===== config.mk =====
export PLATFORM = sky130hd
export DESIGN_NAME = roulette_spin_ctrl
export DESIGN_NICKNAME = d
export VERILOG_FILES = /design/src/rtl/roulette_spin_ctrl_pkg.sv /design/src/rtl/roulette_pos_to_number.sv /design/src/rtl/roulette_spin_ctrl.sv
export SDC_FILE = /design/constraint.sdc
export NUM_CORES = 1
export LEC_CHECK = 0
export CORE_MARGIN = 10
export CORE_UTILIZATION = 60
export CTS_CLUSTER_DIAMETER = 120
export DETAILED_ROUTE_END_ITERATION = 12
export PLACE_DENSITY = 0.84
export RECOVER_POWER = 50
export SETUP_SLACK_MARGIN = 0.2
export SKIP_LAST_GASP = 1
export SLEW_MARGIN = 20
export SYNTH_ARGS = -nofsm -noshare
export SYNTH_HDL_FRONTEND = slang
export SYNTH_SLANG_ARGS = --single-unit

===== constraint.sdc =====
create_clock -name clk -period 13.9 [get_ports clk]
set_input_delay 2.78 -clock clk [delete_from_list [all_inputs] [get_ports clk]]
set_output_delay 2.78 -clock clk [all_outputs]
set_load 0.01 [all_outputs]

===== src/rtl/roulette_spin_ctrl_pkg.sv =====
// Shared types and constants for the roulette spin controller.
package roulette_spin_ctrl_pkg;

    localparam int unsigned NUM_POCKETS = 38;
    localparam int unsigned DZ_POCKET   = 19;
    localparam int unsigned POS_W       = 6;
    localparam int unsigned LFSR_W      = 16;
    localparam int unsigned DIV_W       = 16;

    localparam logic [LFSR_W-1:0] LFSR_SEED = 16'hACE1;
    // Taps for x^16+x^14+x^13+x^11+1 on a left-shifting register (bits 15,13,12,10)
    localparam logic [LFSR_W-1:0] LFSR_TAPS = 16'hB400;

    typedef enum logic [1:0] {
        ST_IDLE = 2'd0,
        ST_FAST = 2'd1,
        ST_SLOW = 2'd2,
        ST_DONE = 2'd3
    } state_e;

    // One Fibonacci step: shift left, XOR of tapped bits enters bit 0
    function automatic logic [LFSR_W-1:0] lfsr_next(input logic [LFSR_W-1:0] s);
        return {s[LFSR_W-2:0], ^(s & LFSR_TAPS)};
    endfunction

endpackage


===== src/rtl/roulette_pos_to_number.sv =====
// Pocket index (physical position on the wheel) to printed roulette number.
module roulette_pos_to_number
    import roulette_spin_ctrl_pkg::*;
(
    input  logic [5:0] pos,
    output logic [5:0] number,
    output logic       is_00
);

    // Double-zero wheel order, pocket 0 is "0", pocket 19 is "00" (printed as 0)
    always_comb begin
        number = 6'd0;
        is_00  = (pos == POS_W'(DZ_POCKET));
        case (pos)
            6'd0:  number = 6'd0;   6'd1:  number = 6'd28;
            6'd2:  number = 6'd9;   6'd3:  number = 6'd26;
            6'd4:  number = 6'd30;  6'd5:  number = 6'd11;
            6'd6:  number = 6'd7;   6'd7:  number = 6'd20;
            6'd8:  number = 6'd32;  6'd9:  number = 6'd17;
            6'd10: number = 6'd5;   6'd11: number = 6'd22;
            6'd12: number = 6'd34;  6'd13: number = 6'd15;
            6'd14: number = 6'd3;   6'd15: number = 6'd24;
            6'd16: number = 6'd36;  6'd17: number = 6'd13;
            6'd18: number = 6'd1;   6'd19: number = 6'd0;
            6'd20: number = 6'd27;  6'd21: number = 6'd10;
            6'd22: number = 6'd25;  6'd23: number = 6'd29;
            6'd24: number = 6'd12;  6'd25: number = 6'd8;
            6'd26: number = 6'd19;  6'd27: number = 6'd31;
            6'd28: number = 6'd18;  6'd29: number = 6'd6;
            6'd30: number = 6'd21;  6'd31: number = 6'd33;
            6'd32: number = 6'd16;  6'd33: number = 6'd4;
            6'd34: number = 6'd23;  6'd35: number = 6'd35;
            6'd36: number = 6'd14;  6'd37: number = 6'd2;
            default: number = 6'd0;
        endcase
    end

endmodule


===== src/rtl/roulette_spin_ctrl.sv =====
// Roulette wheel spin controller: fast run, decelerating run, held result.
module roulette_spin_ctrl
    import roulette_spin_ctrl_pkg::*;
#(
    parameter int unsigned FAST_DIV   = 4,
    parameter int unsigned DIV_INC    = 2,
    parameter int unsigned STOP_DIV   = 40,
    parameter int unsigned BASE_STEPS = 76
) (
    input  logic       clk,
    input  logic       reset,
    input  logic       spin_req,
    input  logic       result_ack,
    output logic [5:0] wheel_pos,
    output logic       busy,
    output logic       result_valid,
    output logic [5:0] win_number,
    output logic       win_00
);

    state_e              state_q, state_d;
    logic [LFSR_W-1:0]   lfsr_q, lfsr_d;
    logic [DIV_W-1:0]    cnt_q, cnt_d;
    logic [DIV_W-1:0]    cur_div_q, cur_div_d;
    logic [DIV_W-1:0]    fast_left_q, fast_left_d;
    logic [POS_W-1:0]    pos_q, pos_d;
    logic                busy_q, busy_d;
    logic                valid_q, valid_d;

    logic [DIV_W-1:0]    div_c;
    logic                step_c;
    logic [POS_W-1:0]    pos_inc_c;
    logic [DIV_W-1:0]    div_grow_c;

    // Next-state, counters, wheel stepping and registered status outputs
    always_comb begin
        state_d     = state_q;
        lfsr_d      = lfsr_next(lfsr_q);
        cnt_d       = cnt_q;
        cur_div_d   = cur_div_q;
        fast_left_d = fast_left_q;
        pos_d       = pos_q;

        div_c      = (state_q == ST_FAST) ? DIV_W'(FAST_DIV) : cur_div_q;
        step_c     = (cnt_q == div_c - DIV_W'(1));
        pos_inc_c  = (pos_q == POS_W'(NUM_POCKETS - 1)) ? '0 : pos_q + POS_W'(1);
        div_grow_c = cur_div_q + DIV_W'(DIV_INC);

        case (state_q)
            ST_IDLE: begin
                if (spin_req) begin
                    state_d     = ST_FAST;
                    fast_left_d = DIV_W'(BASE_STEPS) + DIV_W'(lfsr_q[5:0]);
                    cnt_d       = '0;
                end
            end
            ST_FAST: begin
                if (step_c) begin
                    cnt_d       = '0;
                    pos_d       = pos_inc_c;
                    fast_left_d = fast_left_q - DIV_W'(1);
                    if (fast_left_q == DIV_W'(1)) begin
                        state_d   = ST_SLOW;
                        cur_div_d = DIV_W'(FAST_DIV + DIV_INC);
                    end
                end else begin
                    cnt_d = cnt_q + DIV_W'(1);
                end
            end
            ST_SLOW: begin
                if (step_c) begin
                    cnt_d     = '0;
                    pos_d     = pos_inc_c;
                    cur_div_d = div_grow_c;
                    if (div_grow_c > DIV_W'(STOP_DIV)) begin
                        state_d = ST_DONE;
                    end
                end else begin
                    cnt_d = cnt_q + DIV_W'(1);
                end
            end
            ST_DONE: begin
                if (result_ack) begin
                    state_d = ST_IDLE;
                end
            end
            default: state_d = ST_IDLE;
        endcase

        busy_d  = (state_d == ST_FAST) || (state_d == ST_SLOW);
        valid_d = (state_d == ST_DONE);
    end

    // State and output registers with synchronous reset
    always_ff @(posedge clk) begin
        if (reset) begin
            state_q     <= ST_IDLE;
            lfsr_q      <= LFSR_SEED;
            cnt_q       <= '0;
            cur_div_q   <= '0;
            fast_left_q <= '0;
            pos_q       <= '0;
            busy_q      <= 1'b0;
            valid_q     <= 1'b0;
        end else begin
            state_q     <= state_d;
            lfsr_q      <= lfsr_d;
            cnt_q       <= cnt_d;
            cur_div_q   <= cur_div_d;
            fast_left_q <= fast_left_d;
            pos_q       <= pos_d;
            busy_q      <= busy_d;
            valid_q     <= valid_d;
        end
    end

    assign wheel_pos    = pos_q;
    assign busy         = busy_q;
    assign result_valid = valid_q;

    roulette_pos_to_number u_pos_to_number (
        .pos    (pos_q),
        .number (win_number),
        .is_00  (win_00)
    );

endmodule

# Word-level counts from Yosys, hierarchy flattened
# Memories as Yosys holds them, arrays and structs flattened. A register that Yosys moved wholly into a read port is not among the register bits.
# Cells that the tools add are included.
# W data, S select, Z words.
# totals
reg_bits,74
mem_bits_ro,384
input_bits,4
output_inout_bits,15
wordCells,62
n_memories,1
# op_classes
addsub,6
n_lt_le_gt_ge,1
n_eq_ne,14
mux,21
reduce_logical,11
# mem_list
name,depth,width,rd,rd_ports_with_merged_regs,wr,line_no,rtl
(name not given),64,6,1,1,0,roulette_pos_to_number.sv:14,case (pos)
# ops
cell,n
$mux W16,8
$pmux W16 S2,3
$sub A16 B1 Y16 const B,2
$mux W6,3
$add A16 B1 Y16 const B,1
$add A16 B2 Y16 const B,1
$eq A16 B1 Y1 const B,1
$eq A16 B16 Y1,1
$gt A16 B6 Y1 const B,1
$reduce_xor A16 Y1,1
$mux W2,6
$add A7 B6 Y8 const A,1
$eq A2 B2 Y1 const B,4
$pmux W2 S4,1
$add A6 B1 Y6 const B,1
$eq A6 B5 Y1 const B,1
$eq A6 B6 Y1 const B,1
$ne A2 B2 Y1 const B,3
$reduce_bool A2 Y1,3
$eq A2 B1 Y1 const B,2
$reduce_and A2 Y1,2
$reduce_and A4 Y1,1
$reduce_and A3 Y1,1
$logic_not A2 Y1,1
other kinds (3),3

# Logic depth before layout (Yosys ltp)
# Gate-level depths: netlist (run 1).
# depth
word_depth,8
depth_mapped,23
mapped_depth_nobuf,20

# Hierarchy
# Synthesis (run 1) repeated with hierarchy kept, for this count alone.
# unflattened
hier_cells,674
area_unflattened_um2,5136.2
# modules_own_cells
mod,instances,cells_each,area_each_um2,seq_area_each_um2
roulette_spin_ctrl,1,598,4589.4,1461.4
roulette_pos_to_number,1,76,546.8,0.0

# Least setup slack after synthesis (run 1)
# OpenSTA, ideal clock, no wires.
# synth_path
path_type,input -> register
from,input reset
to,"register, netlist name u_pos_to_number.number[2]"
setup_ns,0.116
arrival_time_ns,4.481
required_time_ns,13.784
setup_slack_ns,9.303
stages,9
n_path_buf,2
path_cell_list,clkbuf_1 clkbuf_1 nor2_1 inv_1 ha_1 a21boi_0 a211oi_1 o21ai_0 a31o_2
# synth_between
elab_chain_cells,1
# synth_lines
item,line_no,rtl
from (decl),roulette_spin_ctrl.sv:11,"input logic reset,"
$mux W6 (no line),-,
# No other way between the ends.
# A chain may end at the register's enable or synchronous reset.

# Worst setup path after layout (run 1)
# layout_path
from,register state_q[1]
to,"register, netlist name u_pos_to_number.number[2]"
# layout_between
elab_chain_cells,7
word_cells_on_any_way,9
cone_classes,add/sub: 1; eq/ne: 3; mux: 3; reduce/logical: 2
# layout_lines
item,line_no,rtl
from (decl),roulette_spin_ctrl.sv:21,"state_e state_q, state_d;"
from (signal assigned),roulette_spin_ctrl.sv:106,state_q <= state_d;
$eq A2 B1 Y1,"roulette_spin_ctrl.sv:44, roulette_spin_ctrl.sv:49",
$mux W16,roulette_spin_ctrl.sv:44,div_c = (state_q == ST_FAST) ? DIV_W'(FAST_DIV) : cur_div_q;
$sub A16 B1 Y16,roulette_spin_ctrl.sv:45,step_c = (cnt_q == div_c - DIV_W'(1));
$eq A16 B16 Y1,roulette_spin_ctrl.sv:45,
$reduce_and A2 Y1 (no line) *,-,
$mux W6 (no line) * (2 in a row),-,
# Every way passes the cells marked *; elsewhere a longest branch is shown, timed or not.

==> reports/results.txt, run 1 <==
initial antenna violation count: 0
Detailed Route Iter0 Violations: 394
WP buf/inv: 4
WP depth: 20
final wirelength: 12.4 mm
MaxCap Viol Count: 2
via/cell ratio: 6.27
worst skew pair latency: 0.37 ns
measured slew at the worst slew-check pin: 2.82 ns
CTS tree: built
TritonCTS Buffers: 9
unique cell type count in the Yosys netlist: 73
Synth area leaders: dfxtp_1 (30%), nor2_1 (5.2%), ha_1 (4.7%)
Max Slew Vio Count: 110
Post-CTS Setup Repair Bufs: 0
min cycle time layout: 7.04 ns
Arr. time, crit path: 7.31 ns
# diodes: 0
GR Overflow Total: 0
Post-synth ARST share: 0%
Syn Area/Cell: 7.81 um2
CP Launch Type: flop
Avg WL per Cell: 15.9 um
Nets: 690
setup ws final: 6.86 ns
Synth area leader: dfxtp_1
largest buffer count on any clock path: 2
Final Hold Violating Endpoints: 0
first-pass GRT wire length: 21.1 mm
Slew headroom: -88.3%
Setup Slack @ Placement: 8.47 ns
predominant post-synthesis flop cell: dfxtp_1
Crit path max-delay family: buffers and inverters
I/O pin count: 19
Die Ht: 114 um
pin count of the biggest net entering global routing: 68
Net Count, Synth: 705
pwr dens: 90.8 nW/um2
critical path cell sequence: inv_1 > ha_1 > clkbuf_1 > inv_1 > nand2_1 > ha_1 > nor4b_1 > a311oi_1 > a31oi_1 > xor2_1 > and4_1 > nand4_2 > mux2i_1 > nor2_1 > inv_1 > ha_1 > a21boi_0 > a211oi_1 > o21ai_0 > a31o_2
Max FO, Critical Path: 41
Synth top area share: 29.7%
clock sinks: 79
number of port buffers: 18
effective utilization at floorplan: 61.3%
YS warnings: 0
Core Box Area: 8680 um2
DP Cell Count: 763
via count: 4,888
hold path cells: 1
CP Data Required Time: 14.17 ns
Post-CTS Resized: 0
GPL Wtd Cong: 0.925
crit-path max cell delay: 1.25 ns
# DRC: 0
status: complete, but fails checks
Max IR drop VDD: 51.3 uV
Final Non-Filler Cells: 779
Mapped Area: 5320 um2
# rows: 34
failing checks: capacitance limit, slew limit
Leak: 2.06 nW
max frequency: 142 MHz
layout cells sized above 1: 6.86%
Die Area: 13,000 um2
Die Span X: 114 um
vias in the first global route: 4,576
Setup TNS Final: 0 ns
most frequent cells in the layout: dfxtp_1 (79), nor2_1 (74), a21oi_1 (44)
CTS clk-pin slew, worst paths: 0.10 ns
sequential element share of the synthesized area: 29.7%
Final Core Density: 64.7%
HPWL Detailed: 8.57 mm
count of state elements after synthesis: 79
H-tree levels: 3
Syn Inst Count: 681
final antenna-violating net count: 0
CTS root buf: clkbuf_8
All-Layer GR Usage: 18.8%
synthesis-to-layout area growth: 5.55%
fin crit share: 50.6%
Setup Crit Path Kind: flop to flop
Final setup viols: 0
Post-synth EDFFs: 0
slowest CP cell: clkbuf_1
RSZ-0062 raised after global routing: false
CTS Hold Bufs: 0
most common cell after layout, fill and taps aside: dfxtp_1
Layout Skew: 0.0173 ns
Hold WC Path Type: flop to flop
Detailed Routing Iterations Pass 1: 6
critical path endpoint category: flop
r2r worst-path depth: 20
-- cells by family (layout without fill, tap and decap cells) --
family | count (synthesis) | in the layout | share of synthesized area [%]
mux | 15 | 15 | 2.96
flops | 79 | 79 | 29.7
simple gates | 303 | 303 | 31.7
xor+xnor | 38 | 38 | 6.25
buf+inv | 74 | 64 | 6.16
other cells | 1 | 1 | 0.0705
fa+ha+maj | 20 | 20 | 4.70
compound gates | 151 | 151 | 18.5
-- cells in the mapped netlist (4+ instances only) --
master	instances
mux2_2	6
a21oi_1	44
a31oi_1	5
mux2i_1	9
o21ai_0	37
buf_2	8
nand2_1	40
or3_1	12
nor2b_1	22
nand3_1	26
xnor2_1	26
xor2_1	12
dfxtp_1	79
clkbuf_1	28
inv_1	25
nand3b_1	8
nor3b_1	15
ha_1	20
nor2_1	74
and3_1	19
o211ai_1	4
nand4_1	13
or2_2	9
nor4_1	6
a211oi_1	11
nor3_1	20
nand2b_1	5
or4_1	4
a22oi_1	6
and2_1	13
-- power breakdown --
part / leakage, nW / total, mW / internal [mW] / switching, mW
logic: 1.31 / 0.0821 / 0.0301 / 0.0520
registers: 0.643 / 0.244 / 0.236 / 0.00791
clock network: 0.103 / 0.184 / 0.0868 / 0.0968
-- worst paths after layout --
check	start	end	slack [ns]
setup reg to reg	state_q[1]$_SDFF_PP0_	u_pos_to_number.number[2]$_DFF_P_	6.86
hold / removal	lfsr_q[14]$_SDFF_PP0_	lfsr_q[15]$_SDFF_PP1_	0.42
hold reg to reg	lfsr_q[14]$_SDFF_PP0_	lfsr_q[15]$_SDFF_PP1_	0.42
setup / recovery	state_q[1]$_SDFF_PP0_	u_pos_to_number.number[2]$_DFF_P_	6.86
-- layout make-up --
class,instances,area (um2)
multi-input cells,528,3400
clock buffers,9,124
inverters,28,110
repair buffers,20,185
clock inverters,7,83.8
well taps,108,135
fillers,765,3060
flip-flops and latches,79,1580
-- flip-flops by register name (all words and copies together) (netlist names), 2 cells and up --
signal	cells
fast_left_q	16
wheel_pos	6
cnt_q	16
state_q	2
cur_div_q	15
u_pos_to_number.number	6
lfsr_q	16
-- stage by stage --
step	hold WS, ns	power, mW	cell area, um2
floorplan	0.389	0.313	5320
global placement	0.396	0.326	5430
detailed placement	0.400	0.330	5430
CTS	0.422	0.511	5640
global route	0.426	0.533	5620
finish	0.415	0.510	5620
-- metal layers --
layer / global-route usage [%] / vias to the layer above / share of wire, %
met3: 4.45 / 21 / 6.5
met1: 23.1 / 2303 / 44
met4: 6.02 / 0 / 1.4
li1: - / 2397 / -
met5: 0 / - / 0
met2: 31.7 / 167 / 48
(Power assumes the default switching activity.)
==> inputs of run 2 (changes only) <==
==> constraint.sdc (replaced) <==
create_clock -name clk -period 6.5 [get_ports clk]
set_input_delay 1.3 -clock clk [delete_from_list [all_inputs] [get_ports clk]]
set_output_delay 1.3 -clock clk [all_outputs]
set_load 0.01 [all_outputs]
==> reports/results.txt, run 2 (synthesis gave the netlist of run 1 again) <==
# DRC: 0
H-tree levels: 3
final antenna-violating net count: 0
Post-CTS Resized: 0
GPL Wtd Cong: 0.881
Die Ht: 114 um
most frequent cells in the layout: dfxtp_1 (79), nor2_1 (74), a21oi_1 (44)
Internal: 0.755 mW
first-pass GRT wire length: 20.9 mm
MaxCap Viol Count: 1
initial antenna violation count: 0
critical path endpoint category: flop
multi-input logic area: 3390 um2
Die Area: 13,000 um2
GR met1 Demand/Resource: 24.8%
HPWL Detailed: 8.66 mm
most common cell after layout, fill and taps aside: dfxtp_1
I/O pin count: 19
synthesis-to-layout area growth: 5.69%
Setup Crit Path Kind: flop to flop
CP Data Required Time: 6.76 ns
failing checks: capacitance limit, slew limit
Core Box Area: 8680 um2
CTS Hold Bufs: 0
Final setup viols: 0
via count: 4,883
Setup TNS Final: 0 ns
M3 GR Usage: 4.19%
Die Span X: 114 um
Max Slew Vio Count: 68
# rows: 34
Net Sw Power: 0.336 mW
GR Overflow Total: 0
Leak: 2.07 nW
Detailed Route Iter0 Violations: 335
largest registers: cnt_q: 16 flops, fast_left_q: 16 flops, lfsr_q: 16 flops
Seq. cell area: 1580 um2
Arr. time, crit path: 5.64 ns
min cycle time layout: 5.38 ns
clock sinks: 79
busiest grt layer: met2
fin crit share: 82.8%
status: complete, but fails checks
Nets: 692
CTS root buf: clkbuf_8
vias in the first global route: 4,465
layout cells sized above 1: 6.54%
All-Layer GR Usage: 18.7%
Hold WC Path Type: flop to flop
pwr dens: 194 nW/um2
effective utilization at floorplan: 61.3%
GRT met2 Usage: 29.5%
largest buffer count on any clock path: 2
RSZ-0062 raised after global routing: false
Avg WL per Cell: 15.6 um
Final Hold Violating Endpoints: 0
sequential power share: 47.8%
measured slew at the worst slew-check pin: 2.83 ns
Post-CTS Setup Repair Bufs: 0
worst skew pair latency: 0.36 ns
Hold Slack: 0.416 ns
CTS tree: built
final wirelength: 12.2 mm
TritonCTS Buffers: 9
Max IR drop VDD: 95.4 uV
CTS clk-pin slew, worst paths: 0.09 ns
number of port buffers: 18
Switching Share: 30.8%
fillers: 769
Slew headroom: -88.5%
max frequency: 186 MHz
# diodes: 0
Layout Skew: 0.00633 ns
via/cell ratio: 6.25
pin count of the biggest net entering global routing: 68
CP Launch Type: flop
Comb pwr share: 16.1%
clock network power share: 36.0%
Detailed Routing Iterations Pass 1: 5
Max FO, Critical Path: 12
==> run 2: cell count changes in the layout (fill, tap and decap cells not counted), sizes merged <==
cell and change:
clkinv +1, clkdlybuf4s50 -1, dlygate4sd3 +1, buf +2, inv -1
==> run 2: layout make-up <==
class	instances	share of cell area, %
well taps	108	2.40
multi-input cells	528	60.3
flip-flops and latches	79	28.1
inverters	28	1.96
repair buffers	22	3.52
clock buffers	9	2.20
clock inverters	7	1.54
==> run 2: layer usage <==
| layer | vias to the layer above | share of wire [%] |
|---|---|---|
| li1 | 2404 | - |
| met1 | 2294 | 46 |
| met2 | 168 | 46 |
| met3 | 17 | 6.3 |
| met4 | 0 | 1.5 |
| met5 | - | 0 |
==> run 2: per-stage QoR <==
stage	total power, mW	instances	area, um2	utilization (%)	worst slack (ns)
global route	1.14	781	5620	64.8	0.676
detailed placement	0.708	765	5440	62.7	1.85
finish	1.09	781	5620	64.8	1.12
floorplan	0.670	681	5320	-	1.97
global placement	0.701	765	5440	62.7	2.05
CTS	1.10	781	5650	65.2	1.82
==> run 2: worst paths after layout <==
path | slack, ns | start | depth (start not counted) | endpoint
worst max-delay path | 1.12 | state_q[1]$_SDFF_PP0_ | 19 | u_pos_to_number.number[2]$_DFF_P_
worst max register to register | 1.12 | state_q[1]$_SDFF_PP0_ | 19 | u_pos_to_number.number[2]$_DFF_P_
worst min-delay path | 0.42 | lfsr_q[9]$_SDFF_PP0_ | 1 | lfsr_q[10]$_SDFF_PP1_
worst min register to register | 0.42 | lfsr_q[9]$_SDFF_PP0_ | 1 | lfsr_q[10]$_SDFF_PP1_
==> run 2: critical path, cell delays in order (launching register included) <==
cell      delay [ns]
dfxtp_1         0.35
inv_1           0.10
ha_1            0.17
inv_1           0.17
nand2_1         0.12
ha_1            0.21
nor4b_1         0.59
and2_0          0.34
a211oi_1        0.09
a311oi_2        0.26
and4b_1         0.38
nand4_1         0.43
mux2i_1         0.50
nor2_1          0.18
inv_1           0.27
ha_1            0.33
a21boi_0        0.16
a211oi_1        0.24
o21ai_0         0.12
a31o_2          0.26
==> run 2: power by group through the flow <==
stage | sequential [mW] | combinational, mW | clock, mW
final | 0.522 | 0.176 | 0.393
after global routing | 0.525 | 0.199 | 0.418
after CTS | 0.522 | 0.177 | 0.401
after detailed placement | 0.533 | 0.176 | 0
after global placement | 0.531 | 0.170 | 0
after floorplan | 0.529 | 0.141 | 0
==> inputs of run 3 (changes only) <==
--- a/config.mk
+++ b/config.mk
@@ -6,10 +6,10 @@
 export NUM_CORES = 1
 export LEC_CHECK = 0
 export CORE_MARGIN = 10
-export CORE_UTILIZATION = 60
+export CORE_UTILIZATION = 56
 export CTS_CLUSTER_DIAMETER = 120
 export DETAILED_ROUTE_END_ITERATION = 12
-export PLACE_DENSITY = 0.84
+export PLACE_DENSITY = 0.83
 export RECOVER_POWER = 50
 export SETUP_SLACK_MARGIN = 0.2
 export SKIP_LAST_GASP = 1
==> constraint.sdc (replaced) <==
create_clock -name clk -period 4.5 [get_ports clk]
set_input_delay 0.9 -clock clk [delete_from_list [all_inputs] [get_ports clk]]
set_output_delay 0.9 -clock clk [all_outputs]
set_load 0.01 [all_outputs]
==> reports/results.txt, run 3 (synthesis gave the netlist of run 1 again) <==
status: finished clean
vias in the first global route: 4,521
synthesis-to-layout area growth: 10.0%
critical path endpoint category: flop
GR Overflow Total: 0
GPL Wtd Cong: 0.882
largest buffer count on any clock path: 2
Detailed Routing Iterations Pass 1: 4
I/O pin count: 19
pwr dens: 272 nW/um2
Leak: 2.16 nW
CP Launch Type: flop
CTS clk-pin slew, worst paths: 0.09 ns
layout cells sized above 1: 10.3%
Die Span X: 117 um
crit-path max cell delay: 0.53 ns
Max FO, Critical Path: 8
via count: 4,943
Final Hold Violating Endpoints: 0
Max Slew Vio Count: 0
Final setup viols: 0
final antenna-violating net count: 0
Core Box Area: 9240 um2
# DRC: 0
initial antenna violation count: 0
# diodes: 0
Detailed Route Iter0 Violations: 388
CTS tree: built
setup ws final: 0.283 ns
MaxCap Viol Count: 0
post-route cell area: 5860 um2
HPWL Detailed: 9.07 mm
largest registers: cnt_q: 16 flops, fast_left_q: 16 flops, lfsr_q: 16 flops
Setup TNS Final: 0 ns
critical path cell sequence: inv_1 > ha_1 > inv_1 > nand2_1 > ha_2 > nor4b_4 > and2_4 > a211oi_1 > a311oi_2 > and4b_1 > nand4_4 > mux2i_1 > nor2_4 > ha_1 > or4_1 > o311a_1 > a22o_1
measured slew at the worst slew-check pin: 1.35 ns
most common cell after layout, fill and taps aside: dfxtp_1
Avg WL per Cell: 15.8 um
H-tree levels: 3
fin crit share: 93.7%
number of port buffers: 18
Die Area: 13,800 um2
CTS Hold Bufs: 0
pin count of the biggest net entering global routing: 40
first-pass GRT wire length: 21.7 mm
CP Data Required Time: 4.76 ns
fillers: 802
Placed Area: 5540 um2
worst skew pair latency: 0.36 ns
Layout Skew: 0.0155 ns
min cycle time layout: 4.22 ns
CTS root buf: clkbuf_8
max frequency: 237 MHz
final wirelength: 12.9 mm
clock sinks: 79
most frequent cells in the layout: dfxtp_1 (79), nor2_1 (73), a21oi_1 (45)
Nets: 709
Hold WC Path Type: flop to flop
# rows: 35
RSZ-0062 raised after global routing: false
Setup Slack @ Placement: 0.273 ns
All-Layer GR Usage: 18.0%
Setup Crit Path Kind: flop to flop
Max IR drop VDD: 189 uV
via/cell ratio: 6.04
slowest CP cell: or4_1
Slew headroom: 10.2%
Die Ht: 117 um
TritonCTS Buffers: 9
effective utilization at floorplan: 57.6%
Arr. time, crit path: 4.48 ns
[run 3: worst max-delay path: cells and delay by family (launching register included)]
family	cells	cell delay [ns]
AOI/OAI and AO/OA	4	0.69
DFF	1	0.35
adders and majority gates	3	0.63
buffers and inverters	2	0.16
muxes	1	0.40
and+or+nand+nor	7	1.90
[run 3: area by class of cell]
cell class | instances | area (um2) | share of cell area, %
multi-input cells | 528 | 3460 | 59.2
flip-flops and latches | 79 | 1580 | 27.0
repair buffers | 39 | 329 | 5.62
well taps | 129 | 161 | 2.76
clock buffers | 9 | 124 | 2.12
inverters | 28 | 110 | 1.88
clock inverters | 7 | 85.1 | 1.45
[run 3: power breakdown]
part	internal, mW	switching (mW)
sequential	0.729	0.0248
combinational	0.101	0.168
clock	0.268	0.303
[run 3: per-layer routing]
layer	GRT usage [%]	wire length (um)	up-vias
met5	0	0	-
met3	3.55	806	20
met2	28.6	6040	165
li1	-	-	2439
met4	6.18	244	0
met1	23.5	5810	2319
[run 3: worst paths after layout]
check / end / cells past startpoint / slack, ns / start
worst min-delay path: lfsr_q[15]$_SDFF_PP1_ / 1 / 0.42 / lfsr_q[14]$_SDFF_PP0_
worst max register to register: u_pos_to_number.number[0]$_DFF_P_ / 17 / 0.28 / state_q[1]$_SDFF_PP0_
worst min register to register: lfsr_q[15]$_SDFF_PP1_ / 1 / 0.42 / lfsr_q[14]$_SDFF_PP0_
worst max-delay path: u_pos_to_number.number[0]$_DFF_P_ / 17 / 0.28 / state_q[1]$_SDFF_PP0_
[run 3: repair_timing]
| action | CTS | global route |
|---|---|---|
| resized for setup | 0 | 14 |
| setup endpoints to repair | 0 | 4 |
| setup buffers | 0 | 9 |
| endpoints found under the hold margin | 0 | 0 |
[run 3: per-stage QoR]
stage	power (mW)	hold WS (ns)	util, %	std cells
after floorplan	0.968	0.389	-	681
after global placement	1.02	0.393	60.0	794
after detailed placement	1.03	0.405	60.0	794
after CTS	1.60	0.428	62.2	810
after global routing	1.67	0.444	63.4	819
final	1.59	0.423	63.4	819
